`config.mk`:
```
export PLATFORM = sky130hd
export DESIGN_NAME = msrh_sched_age_picker_flat
export DESIGN_NICKNAME = d
export VERILOG_FILES = /design/src/rtl/msrh_sched_age_picker_if.sv /design/src/rtl/msrh_sched_age_picker.sv /design/src/flat_wrapper.sv
export SDC_FILE = /design/constraint.sdc
export NUM_CORES = 1
export LEC_CHECK = 0
export ABC_AREA = 1
export BUFFER_PORTS_ARGS = -buffer_cell sky130_fd_sc_hd__buf_2
export CORE_AREA = 2 2 240 242
export CTS_CLUSTER_SIZE = 10
export DETAILED_ROUTE_END_ITERATION = 8
export DIE_AREA = 0 0 242 244
export HOLD_SLACK_MARGIN = 0.05
export PLACE_DENSITY_LB_ADDON = 0.05
export RECOVER_POWER = 100
export SLEW_MARGIN = 40
export SYNTH_ARGS = -nofsm -noshare
export SYNTH_HDL_FRONTEND = slang
export SYNTH_SLANG_ARGS = --single-unit
```
`constraint.sdc`:
```
create_clock -name i_clk -period 6.82 [get_ports i_clk]
set_input_delay 2.046 -clock i_clk [delete_from_list [all_inputs] [get_ports i_clk]]
set_output_delay 2.046 -clock i_clk [all_outputs]
set_load 0.01 [all_outputs]
```
`src/rtl/msrh_sched_age_picker_if.sv`:
```
// Issue-select bundle between the scheduler entry array and the age picker.
// The entry array drives master; the picker is the slave.
interface msrh_sched_age_picker_if #(
    parameter int ENTRY_SIZE = 8,
    parameter int DATA_W     = 64,
    parameter int IDX_W      = $clog2(ENTRY_SIZE)
);
    logic [ENTRY_SIZE-1:0]        i_put_oh;
    logic [ENTRY_SIZE-1:0]        i_entry_valid;
    logic [ENTRY_SIZE-1:0]        i_entry_ready;
    logic [ENTRY_SIZE*DATA_W-1:0] i_entry_data;
    logic                         i_stall;
    logic                         i_flush;
    logic [ENTRY_SIZE-1:0]        o_entry_picked;
    logic                         o_issue_valid;
    logic [IDX_W-1:0]             o_issue_index;
    logic [DATA_W-1:0]            o_issue_data;

    modport master (
        output i_put_oh, i_entry_valid, i_entry_ready, i_entry_data,
        output i_stall, i_flush,
        input  o_entry_picked, o_issue_valid, o_issue_index, o_issue_data
    );

    modport slave (
        input  i_put_oh, i_entry_valid, i_entry_ready, i_entry_data,
        input  i_stall, i_flush,
        output o_entry_picked, o_issue_valid, o_issue_index, o_issue_data
    );
endinterface

```
`src/rtl/msrh_sched_age_picker.sv`:
```
// Oldest-ready issue select: age matrix over scheduler entries feeding
// the EX0 issue register.
module msrh_sched_age_picker #(
    parameter int ENTRY_SIZE = 8,
    parameter int DATA_W     = 64,
    parameter int IDX_W      = $clog2(ENTRY_SIZE)
) (
    input logic                    i_clk,
    input logic                    i_reset,
    msrh_sched_age_picker_if.slave bus
);

    // age_q[i][j] set means entry i is older than entry j
    logic [ENTRY_SIZE-1:0][ENTRY_SIZE-1:0] age_q;
    logic [ENTRY_SIZE-1:0][ENTRY_SIZE-1:0] age_d;
    logic [ENTRY_SIZE-1:0][ENTRY_SIZE-1:0] older;

    logic [ENTRY_SIZE-1:0] req;
    logic [ENTRY_SIZE-1:0] win;
    logic [ENTRY_SIZE-1:0] winner_oh;
    logic [IDX_W-1:0]      win_idx;
    logic [DATA_W-1:0]     win_data;
    logic                  en;

    logic              issue_valid_q;
    logic              issue_valid_d;
    logic [IDX_W-1:0]  issue_index_q;
    logic [IDX_W-1:0]  issue_index_d;
    logic [DATA_W-1:0] issue_data_q;
    logic [DATA_W-1:0] issue_data_d;

    assign req = bus.i_entry_valid & bus.i_entry_ready;
    assign en  = !bus.i_stall && !bus.i_flush && !i_reset;

    always_comb begin
        age_d = age_q;
        for (int i = 0; i < ENTRY_SIZE; i++) begin
            if (bus.i_put_oh[i]) begin
                for (int j = 0; j < ENTRY_SIZE; j++) begin
                    if (j != i) begin
                        if (bus.i_put_oh[j]) begin
                            age_d[i][j] = (i < j);
                        end else if (bus.i_entry_valid[j]) begin
                            age_d[j][i] = 1'b1;
                            age_d[i][j] = 1'b0;
                        end
                    end
                end
            end
        end
    end

    // older[i] collects the entries that are older than entry i
    always_comb begin
        older = '0;
        win   = '0;
        for (int i = 0; i < ENTRY_SIZE; i++) begin
            for (int j = 0; j < ENTRY_SIZE; j++) begin
                older[i][j] = age_q[j][i] && (j != i);
            end
            win[i] = req[i] && ((older[i] & req) == '0);
        end
    end

    // Lowest-index isolate keeps the strobe one-hot on a corrupt matrix
    assign winner_oh = win & (~win + 1'b1);

    always_comb begin
        win_idx  = '0;
        win_data = '0;
        for (int i = 0; i < ENTRY_SIZE; i++) begin
            if (winner_oh[i]) begin
                win_idx  = IDX_W'(i);
                win_data = bus.i_entry_data[i*DATA_W +: DATA_W];
            end
        end
    end

    always_comb begin
        issue_valid_d = issue_valid_q;
        issue_index_d = issue_index_q;
        issue_data_d  = issue_data_q;
        if (bus.i_flush) begin
            issue_valid_d = 1'b0;
        end else if (!bus.i_stall) begin
            issue_valid_d = |req;
            if (|req) begin
                issue_index_d = win_idx;
                issue_data_d  = win_data;
            end
        end
    end

    always_ff @(posedge i_clk) begin
        if (i_reset) begin
            age_q         <= '0;
            issue_valid_q <= 1'b0;
            issue_index_q <= '0;
            issue_data_q  <= '0;
        end else begin
            age_q         <= age_d;
            issue_valid_q <= issue_valid_d;
            issue_index_q <= issue_index_d;
            issue_data_q  <= issue_data_d;
        end
    end

    always_ff @(posedge i_clk) begin
        if (!i_reset) begin
            a_put_free: assert ((bus.i_put_oh & bus.i_entry_valid) == '0);
            a_one_win:  assert ($onehot0(win));
        end
    end

    assign bus.o_entry_picked = winner_oh & {ENTRY_SIZE{en}};
    assign bus.o_issue_valid  = issue_valid_q;
    assign bus.o_issue_index  = issue_index_q;
    assign bus.o_issue_data   = issue_data_q;

endmodule

```
`src/flat_wrapper.sv`:
```
// flat-port wrapper written by rule: the top's interface ports become plain ports
module msrh_sched_age_picker_flat 
#(
    parameter int ENTRY_SIZE = 8,
    parameter int DATA_W     = 64,
    parameter int IDX_W      = $clog2(ENTRY_SIZE)
)
  (i_clk, i_reset, bus_i_put_oh, bus_i_entry_valid, bus_i_entry_ready, bus_i_entry_data, bus_i_stall, bus_i_flush, bus_o_entry_picked, bus_o_issue_valid, bus_o_issue_index, bus_o_issue_data);
  msrh_sched_age_picker_if #(.ENTRY_SIZE(ENTRY_SIZE), .DATA_W(DATA_W), .IDX_W(IDX_W)) bus_i ();
  input logic i_clk;
  input logic i_reset;
  input wire logic [$bits(bus_i.i_put_oh)-1:0] bus_i_put_oh;
  input wire logic [$bits(bus_i.i_entry_valid)-1:0] bus_i_entry_valid;
  input wire logic [$bits(bus_i.i_entry_ready)-1:0] bus_i_entry_ready;
  input wire logic [$bits(bus_i.i_entry_data)-1:0] bus_i_entry_data;
  input wire logic [$bits(bus_i.i_stall)-1:0] bus_i_stall;
  input wire logic [$bits(bus_i.i_flush)-1:0] bus_i_flush;
  output wire logic [$bits(bus_i.o_entry_picked)-1:0] bus_o_entry_picked;
  output wire logic [$bits(bus_i.o_issue_valid)-1:0] bus_o_issue_valid;
  output wire logic [$bits(bus_i.o_issue_index)-1:0] bus_o_issue_index;
  output wire logic [$bits(bus_i.o_issue_data)-1:0] bus_o_issue_data;
  assign bus_i.i_put_oh = bus_i_put_oh;
  assign bus_i.i_entry_valid = bus_i_entry_valid;
  assign bus_i.i_entry_ready = bus_i_entry_ready;
  assign bus_i.i_entry_data = bus_i_entry_data;
  assign bus_i.i_stall = bus_i_stall;
  assign bus_i.i_flush = bus_i_flush;
  assign bus_o_entry_picked = bus_i.o_entry_picked;
  assign bus_o_issue_valid = bus_i.o_issue_valid;
  assign bus_o_issue_index = bus_i.o_issue_index;
  assign bus_o_issue_data = bus_i.o_issue_data;
  msrh_sched_age_picker #(.ENTRY_SIZE(ENTRY_SIZE), .DATA_W(DATA_W), .IDX_W(IDX_W)) u_core (.i_clk(i_clk), .i_reset(i_reset), .bus(bus_i));
endmodule
```
==> impl_results.md <==
- Wire length per cell: 22.1 µm
- Logic pwr share: 26.8%
- Synth Area per Inst: 5.70 µm²
- DRC Markers: 0
- Crit path kind: in2out
- Sw Share: 34.5%
- Worst Skew: 0.00971 ns
- Global-route wire length before repair: 91700 µm
- Crit Path Max Fanout: 18
- Final setup violation count: 0
- RSZ-0062 raised after global routing: false
- Failing checks: max-capacitance violations, max-slew violations
- CP most frequent cell: nand2_1
- Area grow syn2layout: 46.0%
- Max-Cap Viols: 2
- Layout cells sized above 1: 28.4%
- Max_slew headroom: -179%
- Lkg Pwr: 0.00684 µW
- Clock Path Buffers: 2
- Period minus WS final: 6.40 ns
- Worst Path Required: 4.77 ns
- Synthesized flop and latch total: 124
- Synth top area cells: dfxtp_1 27%, nand2_1 20%, a21oi_1 9.0%
- Routed Antenna Nets: 0
- Largest net degree at the start of global routing: 85
- Synthesized area: 0.00922 mm²
- Initial antenna violation count: 18
- Slowest stage cell, crit path: nand3_2
- Power density cells: 187 mW/mm²
- Share of the synthesized area in the top cell type: 26.9%
- Syn Nets: 2159
- DP Wirelength: 52500 µm
- Final core occ: 24.0%
- P_sw: 867 µW
- Layout Nets: 2721
- Drt pass-1 iters: 7
- Gr usage total: 21.4%
- Slew Viols, Final: 119
- Routability cong.: 0.925
- Synth warnings: 0
- WP data arrival: 4.35 ns
- Worst Setup Start Kind: input port
- Cts bufs inserted: 17
- Reg clk slew, reported paths: 0.06 ns
- IO buf count: 615
- Hold buffers post-CTS: 0
- CTS tree: built
- EDFF count, synth: 0
- Area leader, netlist: dfxtp_1
- Congestion Overflow GR: 0
- Flop pwr share: 31.8%
- Initial Util: 16.4%
- Most common cell in the netlist: nand2_1
- Final Cell Area: 0.0135 mm²
- Clock share of power: 41.3%
- Distinct cells, synth: 33
- Final Hold Viols: 0
- PostCTS Resize Cnt: 0
- I/O Pins: 616
- Top FF cell, synth: dfxtp_1
- Die area: 0.0590 mm²
- Setup TNS: 0 ns
- Clock H-tree levels: 4
- Rows: 87
- Total Wirelength: 65400 µm
- CP Cell Sequence: clkbuf_1 > nand2_2 > inv_1 > nand2_1 > nand2_1 > nor2_1 > nand2_1 > nand3_2 > nor2_1 > buf_2
- Die Wd: 242 µm
- Fraction of registers with async set/reset: 0%
- Clk_lat worst skew: 0.49 ns
- Int Pwr: 1640 µW
- Crit. End Element: output port
- Initial DRC count: 612
- DIE HEIGHT: 244 µm
- DR vias: 12900
- Sequential-to-total area share from yosys stat: 26.9%
- Filler instances: 6767
- Worst hold path type: reg2reg
- Fmax: 156 MHz
- Crit path max-delay family: simple AND/OR/NAND/NOR gates
- Clock sink total: 124
- Peak VDD IR: 137 µV
- Commonest cells post-synth: 485 x nand2_1, 190 x inv_1, 166 x a21oi_1
- Final cycle utilization of the critical path: 93.8%
- Vias in the first global route: 12900
- Post-CTS Setup Inserts: 0
- Vias/cell: 4.38
- Core Footprint: 0.0562 mm²
- Worst Max-Slew Pin Slew: 4.18 ns
- Critical path buffers and inverters: 3
- Post-Syn Instances: 1619
- Status: complete, but fails checks
- Placed Area: 0.0129 mm²
- Crit-path max cell delay: 0.61 ns
- Root buffer cell: clkbuf_16
kinds of logic (layout without fill, tap and decap cells):
family	after synthesis	in the layout	synth area share, %
flops	124	124	26.9
other cells	0	6	0
compound gates	338	338	18.9
simple gates	864	864	40.3
buf+inv	293	868	13.9
flip-flops by register name, indices dropped and copies added, names as in the netlist:
signal                    flops
u_core.age_q                 56
u_core.bus.o_issue_valid      1
u_core.bus.o_issue_data      64
u_core.bus.o_issue_index      3
layout by cell type, fill, tap and decap left out, types with 2 or more instances in the layout:
master	count
buf_2	537
nand2_1	486
inv_1	188
a21oi_1	166
nor2_1	162
o21ai_0	125
dfxtp_1	124
nand3_1	105
clkbuf_1	81
nand4_1	56
nor3_1	30
a31oi_1	24
o21ai_1	18
clkbuf_16	17
buf_4	13
inv_2	8
nand2_2	8
diode_2	6
nor2_4	4
bufinv_16	4
nor2_2	3
inv_4	3
inv_6	3
buf_6	3
nand2_4	2
nor2_8	2
nand3_4	2
nor3_4	2
clkinv_1	2
clkinv_2	2
clkinv_4	2
clkinvlp_4	2
path summary, 6_finish.rpt:
kind / from / endpoint / slack (ns) / cells after the start
max reg2reg: u_core.age_q[44]$_SDFF_PP0_ / u_core.bus.o_issue_data[53]$_SDFFE_PP0P_ / 2.59 / 14
min reg2reg: u_core.bus.o_issue_data[22]$_SDFFE_PP0P_ / u_core.bus.o_issue_data[22]$_SDFFE_PP0P_ / 0.47 / 2
max: bus_i_entry_valid[3] / bus_o_entry_picked[6] / 0.42 / 10
min: u_core.bus.o_issue_data[22]$_SDFFE_PP0P_ / u_core.bus.o_issue_data[22]$_SDFFE_PP0P_ / 0.47 / 2
cell type report:
cell class              count  area [µm²]  share of cell area [%]
clock inverters            13         189                    1.40
repair buffers            635        3150                    23.4
inverters                 201         762                    5.66
multi-input cells        1202        5470                    40.6
well taps                 756         946                    7.03
flip-flops and latches    124        2480                    18.4
diodes                      6        15.0                   0.112
clock buffers              19         443                    3.29
per-stage QoR:
| step | cells | power [µW] | hold WS, ns | worst slack [ns] |
|---|---|---|---|---|
| floorplan | 1619 | 1140 | 0.454 | 1.39 |
| global placement | 2917 | 1510 | 0.452 | 0.701 |
| global route | 2955 | 2660 | 0.478 | 0.222 |
| CTS | 2950 | 2580 | 0.463 | 0.657 |
| detailed placement | 2918 | 1510 | 0.453 | 0.661 |
| finish | 2956 | 2510 | 0.467 | 0.423 |
worst register-to-register path, cell delays in order, from the launching register on:
cell and delay (ns):
dfxtp_1 0.31, nand3_1 0.07, nand3_1 0.08, nor2_2 0.16
nand2_1 0.40, nand2_2 0.27, nor2_8 0.07, nand3_4 0.07
buf_4 0.31, clkbuf_1 1.43, inv_1 0.32, nand2_1 0.16
nand3_1 0.08, o21ai_0 0.10, a21oi_1 0.08
power by group through the flow:
stage / combinational [µW] / clock [µW] / sequential [µW]
after floorplan: 325 / 0 / 819
after detailed placement: 697 / 0 / 814
final: 674 / 1040 / 799
after global placement: 697 / 0 / 815
after global routing: 755 / 1100 / 804
after CTS: 700 / 1080 / 798
per-layer routing:
metal,vias up,track usage (%),routed length [µm]
met2,410,37.4,32400
met5,-,0,80
li1,6356,-,-
met3,63,5.97,3960
met4,14,4.47,838
met1,6090,26.2,28200
No activity file was read; power rests on OpenSTA's default activity.
